## src/rtl/rr_stream_mux_pkg.sv

```systemverilog
// Shared constants for the round-robin stream multiplexer: mode encodings and
// default channel geometry.
package mux_pkg;

    typedef enum logic {
        MODE_FIXED = 1'b0,
        MODE_RR    = 1'b1
    } mode_e;

    localparam int DEFAULT_WIDTH = 32;
    localparam int DEFAULT_NCH   = 4;

endpackage

```

## src/rtl/rr_stream_mux_if.sv

```systemverilog
// Handshake bundle between N producers, the consumer and the multiplexer.
// The mux side uses the slave modport; the environment uses the master modport.
interface rr_stream_mux_if
    import mux_pkg::*;
#(
    parameter int WIDTH = DEFAULT_WIDTH,
    parameter int NCH   = DEFAULT_NCH
);
    localparam int SELW = $clog2(NCH);

    logic                   mode;
    logic [SELW-1:0]        sel;
    logic [NCH-1:0]         in_valid;
    logic [NCH*WIDTH-1:0]   in_data;
    logic [NCH-1:0]         in_ready;
    logic                   out_valid;
    logic [WIDTH-1:0]       out_data;
    logic [SELW-1:0]        out_ch;
    logic                   out_ready;

    modport slave (
        input  mode, sel, in_valid, in_data, out_ready,
        output in_ready, out_valid, out_data, out_ch
    );

    modport master (
        output mode, sel, in_valid, in_data, out_ready,
        input  in_ready, out_valid, out_data, out_ch
    );

endinterface

```

## src/rtl/rr_stream_mux_arbiter.sv

```systemverilog
// Combinational round-robin arbiter: grants the first requester found when
// searching upward from ptr, wrapping modulo NCH.
module rr_arbiter #(
    parameter  int NCH  = 4,
    localparam int SELW = $clog2(NCH)
) (
    input  logic [NCH-1:0]  req,
    input  logic [SELW-1:0] ptr,
    input  logic            en,
    output logic [NCH-1:0]  gnt,
    output logic [SELW-1:0] gnt_idx
);

    logic found;
    int   idx;

    // NOTE: every output of this block gets a default before any branch, so no latch is inferred.
    always_comb begin
        gnt     = '0;
        gnt_idx = '0;
        found   = 1'b0;
        idx     = 0;
        if (en) begin
            for (int k = 0; k < NCH; k++) begin
                idx = (int'(ptr) + k) % NCH;
                if (!found && req[idx]) begin
                    found        = 1'b1;
                    gnt[idx]     = 1'b1;
                    gnt_idx      = SELW'(idx);
                end
            end
        end
    end

endmodule

```

## src/rtl/rr_stream_mux.sv

```systemverilog
// Registered N:1 stream multiplexer with fixed-select and round-robin modes,
// a one-deep output register and full valid/ready back-pressure.
module rr_stream_mux
    import mux_pkg::*;
#(
    parameter  int WIDTH = DEFAULT_WIDTH,
    parameter  int NCH   = DEFAULT_NCH,
    localparam int SELW  = $clog2(NCH)
) (
    input  logic             clk,
    input  logic             reset,
    rr_stream_mux_if.slave   bus
);

    logic [SELW-1:0]  ptr;
    logic             out_valid_q;
    logic [WIDTH-1:0] out_data_q;
    logic [SELW-1:0]  out_ch_q;

    logic             load_ok;
    logic             sel_in_range;
    logic             fix_ok;
    logic             rr_mode;
    logic [NCH-1:0]   arb_gnt;
    logic [SELW-1:0]  arb_idx;
    logic             grant;
    logic [SELW-1:0]  gidx;
    logic [NCH-1:0]   in_ready_c;

    // Slot is free when empty or being drained this same cycle.
    assign load_ok      = !out_valid_q || bus.out_ready;
    assign rr_mode      = (bus.mode == MODE_RR);
    assign sel_in_range = (int'(bus.sel) < NCH);
    assign fix_ok       = load_ok && sel_in_range && bus.in_valid[bus.sel];

    rr_arbiter #(.NCH(NCH)) u_arb (
        .req     (bus.in_valid),
        .ptr     (ptr),
        .en      (load_ok && rr_mode && !reset),
        .gnt     (arb_gnt),
        .gnt_idx (arb_idx)
    );

    always_comb begin
        grant      = 1'b0;
        gidx       = '0;
        in_ready_c = '0;
        if (!reset) begin
            if (rr_mode) begin
                grant = |arb_gnt;
                gidx  = arb_idx;
            end else if (fix_ok) begin
                grant = 1'b1;
                gidx  = bus.sel;
            end
        end
        if (grant) in_ready_c[gidx] = 1'b1;
    end

    // NOTE: state uses non-blocking assignments so every register samples pre-edge values.
    // NOTE: the data register is reset too, because out_data must read 0 after reset.
    always_ff @(posedge clk or posedge reset) begin
        if (reset) begin
            out_valid_q <= 1'b0;
            out_data_q  <= '0;
            out_ch_q    <= '0;
            ptr         <= '0;
        end else if (grant) begin
            out_valid_q <= 1'b1;
            out_data_q  <= bus.in_data[int'(gidx)*WIDTH +: WIDTH];
            out_ch_q    <= gidx;
            if (rr_mode) ptr <= (int'(gidx) == NCH-1) ? '0 : gidx + 1'b1;
        end else if (out_valid_q && bus.out_ready) begin
            out_valid_q <= 1'b0;
        end
    end

    assign bus.in_ready  = in_ready_c;
    assign bus.out_valid = out_valid_q;
    assign bus.out_data  = out_data_q;
    assign bus.out_ch    = out_ch_q;

endmodule

```

## src/flat_wrapper.sv

```systemverilog
// flat-port wrapper written by rule: the top's interface ports become plain ports
module rr_stream_mux_flat import mux_pkg::*;
#(
    parameter  int WIDTH = DEFAULT_WIDTH,
    parameter  int NCH   = DEFAULT_NCH,
    localparam int SELW  = $clog2(NCH)
)
  (clk, reset, bus_mode, bus_sel, bus_in_valid, bus_in_data, bus_out_ready, bus_in_ready, bus_out_valid, bus_out_data, bus_out_ch);
  rr_stream_mux_if #(.WIDTH(WIDTH), .NCH(NCH)) bus_i ();
  input  logic clk;
  input  logic reset;
  input wire logic [$bits(bus_i.mode)-1:0] bus_mode;
  input wire logic [$bits(bus_i.sel)-1:0] bus_sel;
  input wire logic [$bits(bus_i.in_valid)-1:0] bus_in_valid;
  input wire logic [$bits(bus_i.in_data)-1:0] bus_in_data;
  input wire logic [$bits(bus_i.out_ready)-1:0] bus_out_ready;
  output wire logic [$bits(bus_i.in_ready)-1:0] bus_in_ready;
  output wire logic [$bits(bus_i.out_valid)-1:0] bus_out_valid;
  output wire logic [$bits(bus_i.out_data)-1:0] bus_out_data;
  output wire logic [$bits(bus_i.out_ch)-1:0] bus_out_ch;
  assign bus_i.mode = bus_mode;
  assign bus_i.sel = bus_sel;
  assign bus_i.in_valid = bus_in_valid;
  assign bus_i.in_data = bus_in_data;
  assign bus_i.out_ready = bus_out_ready;
  assign bus_in_ready = bus_i.in_ready;
  assign bus_out_valid = bus_i.out_valid;
  assign bus_out_data = bus_i.out_data;
  assign bus_out_ch = bus_i.out_ch;
  rr_stream_mux #(.WIDTH(WIDTH), .NCH(NCH)) u_core (.clk(clk), .reset(reset), .bus(bus_i));
endmodule
```

## config.mk

```make
export PLATFORM = sky130hd
export DESIGN_NAME = rr_stream_mux_flat
export DESIGN_NICKNAME = d
export VERILOG_FILES = /design/src/rtl/rr_stream_mux_pkg.sv /design/src/rtl/rr_stream_mux_if.sv /design/src/rtl/rr_stream_mux_arbiter.sv /design/src/rtl/rr_stream_mux.sv /design/src/flat_wrapper.sv
export SDC_FILE = /design/constraint.sdc
export NUM_CORES = 1
export LEC_CHECK = 0
export BUFFER_PORTS_ARGS = -buffer_cell sky130_fd_sc_hd__buf_2
export CAP_MARGIN = 20
export CORE_UTILIZATION = 45
export CTS_CLUSTER_SIZE = 25
export DETAILED_ROUTE_END_ITERATION = 12
export HOLD_SLACK_MARGIN = 0.05
export PLACE_DENSITY_LB_ADDON = 0.15
export SETUP_SLACK_MARGIN = 0.2
export SLEW_MARGIN = 20
export SYNTH_ARGS = -nofsm -noshare
export SYNTH_HDL_FRONTEND = slang
export SYNTH_SLANG_ARGS = --single-unit
```

## constraint.sdc

```tcl
create_clock -name clk -period 6.4 [get_ports clk]
set_clock_uncertainty 0.2 [all_clocks]
set_input_delay 0.96 -clock clk [delete_from_list [all_inputs] [get_ports clk]]
set_output_delay 0.96 -clock clk [all_outputs]
set_load 0.005 [all_outputs]
```

# Word-level counts from Yosys, hierarchy flattened

Index checks and enable logic that the tools add are counted.

Add/sub/neg operators: 4
Magnitude comparators: 11
Equality and inequality tests: 1
Shift-type cells: 1
Mux-type cells: 52
Bitwise operators: 6
Reductions and logical operators: 24

Operators with widths:

| operator                                                           | number |
|---|---|
| indexed part select 128 x 8 -> 32 bit                              | 1 |
| 2-to-1 mux 4 bit                                                   | 9 |
| 2-to-1 mux 1 bit                                                   | 24 |
| 2-to-1 mux 2 bit                                                   | 9 |
| logical AND 1 bit                                                  | 12 |
| < comparator 3 x 4 -> 1 bit (second input constant)                | 3 |
| OR 4 bit                                                           | 3 |
| binary-select mux 1 bit (select 2 bit)                             | 5 |
| demux 1 bit (select 2 bit)                                         | 5 |
| greater-or-equal comparator 3 x 1 -> 1 bit (second input constant) | 3 |
| < comparator 2 x 3 -> 1 bit (second input constant)                | 3 |
| OR reduction 2 bit                                                 | 3 |
| zero test 1 bit                                                    | 5 |
| adder 2 x 1 -> 2 bit (second input constant)                       | 2 |
| adder 2 bit (second input constant)                                | 2 |
| greater-or-equal comparator 2 x 1 -> 1 bit (second input constant) | 2 |
| OR reduction 4 bit                                                 | 1 |
| bitwise AND 1 bit (first input constant)                           | 3 |
| == test 2 x 1 -> 1 bit (second input constant)                     | 1 |
| AND reduction 2 bit                                                | 1 |
| nonzero test 2 bit                                                 | 1 |
| logical OR 1 bit                                                   | 1 |

Register bits after elaboration: 37
Input bits: 138
Output and inout bits: 39

# Depth between registers and ports, before layout

Word-level depth: 24
Mapped depth: 13

# Modules after synthesis

Synthesis repeated with hierarchy kept, for this count alone.

Cells, all modules: 423
Area, all modules: 3,415.8 µm²

Modules (own cells, without submodules):

| module        | times used | cells an instance | area each (µm²) | seq. area each (µm²) |
|---|---|---|---|---|
| rr_stream_mux | 1          | 338               | 2,721.4         | 925.9 |
| rr_arbiter    | 1          | 85                | 694.4           | 0.0 |

# Worst setup path after synthesis

No wires, ideal clock.

Path kind: input -> output
From: input reset
To: output bus_in_ready[2]
Arrival time: 3.519 ns
Required time: 5.240 ns
Path slack: 1.721 ns
Cell stages on the path: 8
Path buffers: 1
Path through: inv_1 and3_1 o211ai_1 a311oi_2 clkbuf_1 inv_1 ha_1 and2_1

Longest elaborated chain between the ends: 10
Elaborated cells between the ends (all ways): 15

Ends and longest elaborated chain:

| item                                                                                                                   | RTL line                    | RTL |
|---|---|---|
| start: declaration                                                                                                     | flat_wrapper.sv:11          | `input logic reset;` |
| zero test 1 bit                                                                                                        | rr_stream_mux.sv:39         | `.en (load_ok && rr_mode && !reset),` |
| logical AND 1 bit                                                                                                      | rr_stream_mux.sv:39         |  |
| 2-to-1 mux 2 bit                                                                                                       | rr_stream_mux_arbiter.sv:23 | `if (en) begin` |
| 2-to-1 mux 2 bit                                                                                                       | rr_stream_mux.sv:49         | `if (rr_mode) begin` |
| 2-to-1 mux 2 bit (*)                                                                                                   | rr_stream_mux.sv:48         | `if (!reset) begin` |
| named net u_core.gidx[0]                                                                                               | rr_stream_mux.sv:27         | `logic [SELW-1:0] gidx;` |
| < comparator 2 x 3 -> 1 bit (not written as such) / greater-or-equal comparator 2 x 1 -> 1 bit (equally long branches) | rr_stream_mux.sv:57         | `if (grant) in_ready_c[gidx] = 1'b1;` |
| logical AND 1 bit (not written as such)                                                                                | rr_stream_mux.sv:57         |  |
| 2-to-1 mux 1 bit (not written as such)                                                                                 | rr_stream_mux.sv:57         |  |
| demux 1 bit (select 2 bit) (*)                                                                                         | -                           |  |
| 2-to-1 mux 4 bit (*)                                                                                                   | rr_stream_mux.sv:57         |  |
| end: declaration                                                                                                       | flat_wrapper.sv:17          | `output wire logic [$bits(bus_i.in_ready)-1:0] bus_in_ready;` |

Mark *: on every way through the listed nets, which the timed path passes. The rest lies on a longest branch.

# Worst setup path in the final report

From: register u_core.ptr[0]
To: output bus_in_ready[0]

Longest elaborated chain between the ends: 23
Elaborated cells between the ends (all ways): 79

Ends and longest elaborated chain:

| item                                                                 | RTL line            | RTL |
|---|---|---|
| start: declaration                                                   | rr_stream_mux.sv:15 | `logic [SELW-1:0] ptr;` |
| start signal: assignment                                             | rr_stream_mux.sv:72 | `if (rr_mode) ptr <= (int'(gidx) == NCH-1) ? '0 : gidx + 1'b1;` |
| branches (longest 22 deep; another with < comparator 3 x 4 -> 1 bit) | -                   |  |
| 2-to-1 mux 4 bit (*)                                                 | rr_stream_mux.sv:57 |  |

Every way passes the cells marked *. The select of a mux whose other input is x is not followed.

==> metrics list <==
* Reported net switching power: 0.657 mW
* Remaining global-route overflow: 0
- Worst stage delay on the critical path: 1.03 ns
- Counting the buffers created by CTS gives 5.
* Detail Placement HPWL: 6950 um
- Counting along the longest clock path gives a buffer depth of 2.
* Total number of placement rows: 29
- Largest net degree at the start of global routing: 43
* CP Launch Type: register
* Source-to-sink clock delay at the later pin of the worst-skew pair: 0.29 ns
- Proportion of power drawn by combinational gates: 0.582
- After clock tree synthesis, the clock-pin slew on the worst setup and hold paths is 0.07 ns.
- For the pin with the worst max-slew slack, the measured transition is 1.10 ns.
* Largest area contributor in the synthesized netlist: dfrtp_1
* Total power density per cell area: 350 mW/mm2
* Leakage power: 1.91 nW
- The number of antenna diodes in the final layout is 0.
- In this run the remaining antenna-violating nets after routing total 0.
* Commonest cells after routing, fill and taps aside: 176 x buf_2, 37 x inv_1, 37 x dfrtp_1
* Main synth FF type: dfrtp_1
- Drt drc: 0
- Of the total power, the share spent switching nets is 0.456.
* H-tree levels: 2
* Data arrival time at the worst-slack endpoint: 4.34 ns
- Fraction of the yosys area taken by sequential cells: 0.297
- Boundary Pins: 177
- Traced cell by cell, the critical path runs through inv_1 -> ha_1 -> mux4_2 -> nor2b_1 -> or4_1 -> a31o_4 -> inv_1 -> ha_1 -> and2_1 -> buf_2.
- Width of the chip: 85.3 um
* Status: finished clean
- After the last flow step, the layout net total stands at 643.
* Worst min-delay path category: register to register
* Number of pins with negative max-slew slack in the final report: 0
- Of the cells placed in the final design, the portion with a size suffix greater than 1 is 0.422.
* Most frequent standard cell in the layout excluding fill and tap cells: buf_2
* Number of antenna violations at the first check in global routing: 0
- Setup repair after global routing missed its margin: no
- The area growth from synthesis to layout is 31.9%.
- Vias in the first global route: 3,144
* Gpl congestion: 0.868
* Count of instances resized after the clock tree is built: 0
* Die Y: 85.3 um
- Slew HR: 0.266
- Dominant cells by area after synthesis: dfrtp_1 30%, mux2i_1 11%, a311oi_1 9.0%, a211oi_1 7.7%, a2111oi_0 7.3%
- Of the available clock period, the critical path in the final layout requires 0.859.
* Average via count per standard cell: 5.90
- Maximum vdd drop: 212 uV
* Clock tree root driver cell: clkbuf_8
- Shortest period the worst path allows: 5.50 ns
* Number of max-cap violations: 0
* Setup CP Type: register to output port
- Post-Syn Nets: 492
- Of the post-synthesis cell area, the dominant cell type holds 0.297.
* Avg Cell Area, Syn: 9.12 um2
- Cell Int Power: 0.782 mW
* Number of filler instances in the final layout: 578
* Final number of hold-violating endpoints: 0
- Post-Synthesis Cell Area: 0.00312 mm2
* Sum of negative setup slack: 0 ns
- DR pass1 iterations: 4
* WL final: 10,000 um
- Ys async rst share: 1.00
- Dpl cell area: 0.00403 mm2
- The count of buffers added on input and output ports is 176.
- Post-synthesis cell count: 342
* Wire per inst: 17.6 um
- For this run, the number of Yosys warnings is 0.
- The core region is 0.00653 mm2.
- The detailed router finished its first iteration with 218 violations.
* Number of hold-repair buffers added at the cts stage: 0
- Derived from the worst setup path, the maximum achievable clock frequency is 182 MHz.
- Sequential cell fraction of total power: 0.296
- TritonCTS built the clock tree.
* Req. time, crit path: 5.24 ns
- Overall routing resource usage: 0.268
- Starting density of the core: 0.478
- Setup violations remaining at the end of the flow were counted as 0.
- CP max FO: 33
- Setup Fix Bufs, Post-CTS: 0
- Clock sinks: 37
- Cell with the largest stage delay on the worst path: or4_1
- The synthesized netlist contains 40 unique library cells.
- The floorplan step defined a die boundary enclosing 0.00727 mm2.
* Part of the total power dissipated in the clock network: 0.122
- STA classifies the critical path endpoint as an output port.
- The first global-routing pass estimated 15,400 um of wire.
* EDFF count, synth: 0
- Seq cells post-synth: 37
- Via count: 3,363
- After routing the design area is 0.00412 mm2.
[through the flow]
step                      power (mW)  worst slack (ns)  hold slack (ns)  utilization  instances
after floorplan                0.978              1.72            0.274            -        342
after global placement          1.24              1.39            0.252        0.616        563
after detailed placement        1.27              1.26            0.262        0.616        563
after CTS                       1.44             0.942            0.279        0.630        570
after global routing            1.55             0.664            0.290        0.630        570
final                           1.44             0.902            0.274        0.630        570
[routing by layer]
| metal | track usage | routed length, um | vias up |
|---|---|---|---|
| met3 | 0.0525 | 650 | 15 |
| met2 | 0.460 | 4980 | 146 |
| met4 | 0.0788 | 182 | 0 |
| met5 | 0 | 0 | - |
| met1 | 0.344 | 4220 | 1577 |
| li1 | - | - | 1625 |
[power groups by stage]
stage	Clock [mW]	Sequential [mW]	Combinational, mW
floorplan	0	0.427	0.550
finish	0.176	0.426	0.838
CTS	0.179	0.425	0.841
detailed placement	0	0.429	0.837
global route	0.189	0.441	0.918
global placement	0	0.425	0.819
[cell usage after synthesis (4+ instances only)]
cell       count
dfrtp_1       37
inv_1         38
buf_1          4
ha_1          12
nor2_1        35
clkbuf_1      29
mux4_2         4
nand2_1        4
a2111oi_2      6
mux2i_1       34
and2_1         5
a2111oi_0     26
a211oi_1      32
a311oi_1      32
[registers in the layout (all words and copies together) (netlist names)]
signal / count
u_core.bus.out_data: 32
u_core.ptr: 2
u_core.bus.out_valid: 1
u_core.bus.out_ch: 2
[layout make-up]
class	instances	area (um2)	area share
Clock buffer	6	82.6	0.0201
Clock inverter	1	7.51	0.00182
Inverter	38	143	0.0347
Multi-Input combinational cell	228	1930	0.468
Sequential cell	37	926	0.225
Tap cell	77	96.3	0.0234
Timing Repair Buffer	183	933	0.227
[path summary, 6_finish.rpt]
path	startpoint	end	slack [ns]	cells past startpoint
setup reg to reg	u_core.ptr[0]$_DFFE_PP0P_	u_core.bus.out_data[14]$_DFFE_PP0P_	1.58	9
setup / recovery	u_core.ptr[0]$_DFFE_PP0P_	bus_in_ready[0]	0.90	10
hold reg to reg	u_core.bus.out_ch[0]$_DFFE_PP0P_	u_core.bus.out_ch[0]$_DFFE_PP0P_	0.27	1
max in group asynchronous	reset	u_core.ptr[1]$_DFFE_PP0P_	4.99	3
min in group asynchronous	reset	u_core.bus.out_data[27]$_DFFE_PP0P_	0.64	3
hold / removal	u_core.bus.out_ch[0]$_DFFE_PP0P_	u_core.bus.out_ch[0]$_DFFE_PP0P_	0.27	1
[worst max-delay path, delay by kind of cell (launching register included)]
kind | cells | cell delay [ns]
compound gates | 1 | 0.57
buf+inv | 3 | 0.48
flops | 1 | 0.72
simple gates | 3 | 1.31
fa+ha+maj | 2 | 0.62
mux | 1 | 0.32
[kinds of logic after synthesis]
kind of cell,after synthesis,share of synthesized area
AO/OA/AOI/OAI,116,0.317
buffers and inverters,77,0.101
AND/OR/NAND/NOR,59,0.0886
multiplexers,41,0.149
flip-flops,37,0.297
adder cells (fa/ha/maj),12,0.0481
(Power assumes the default switching activity.)
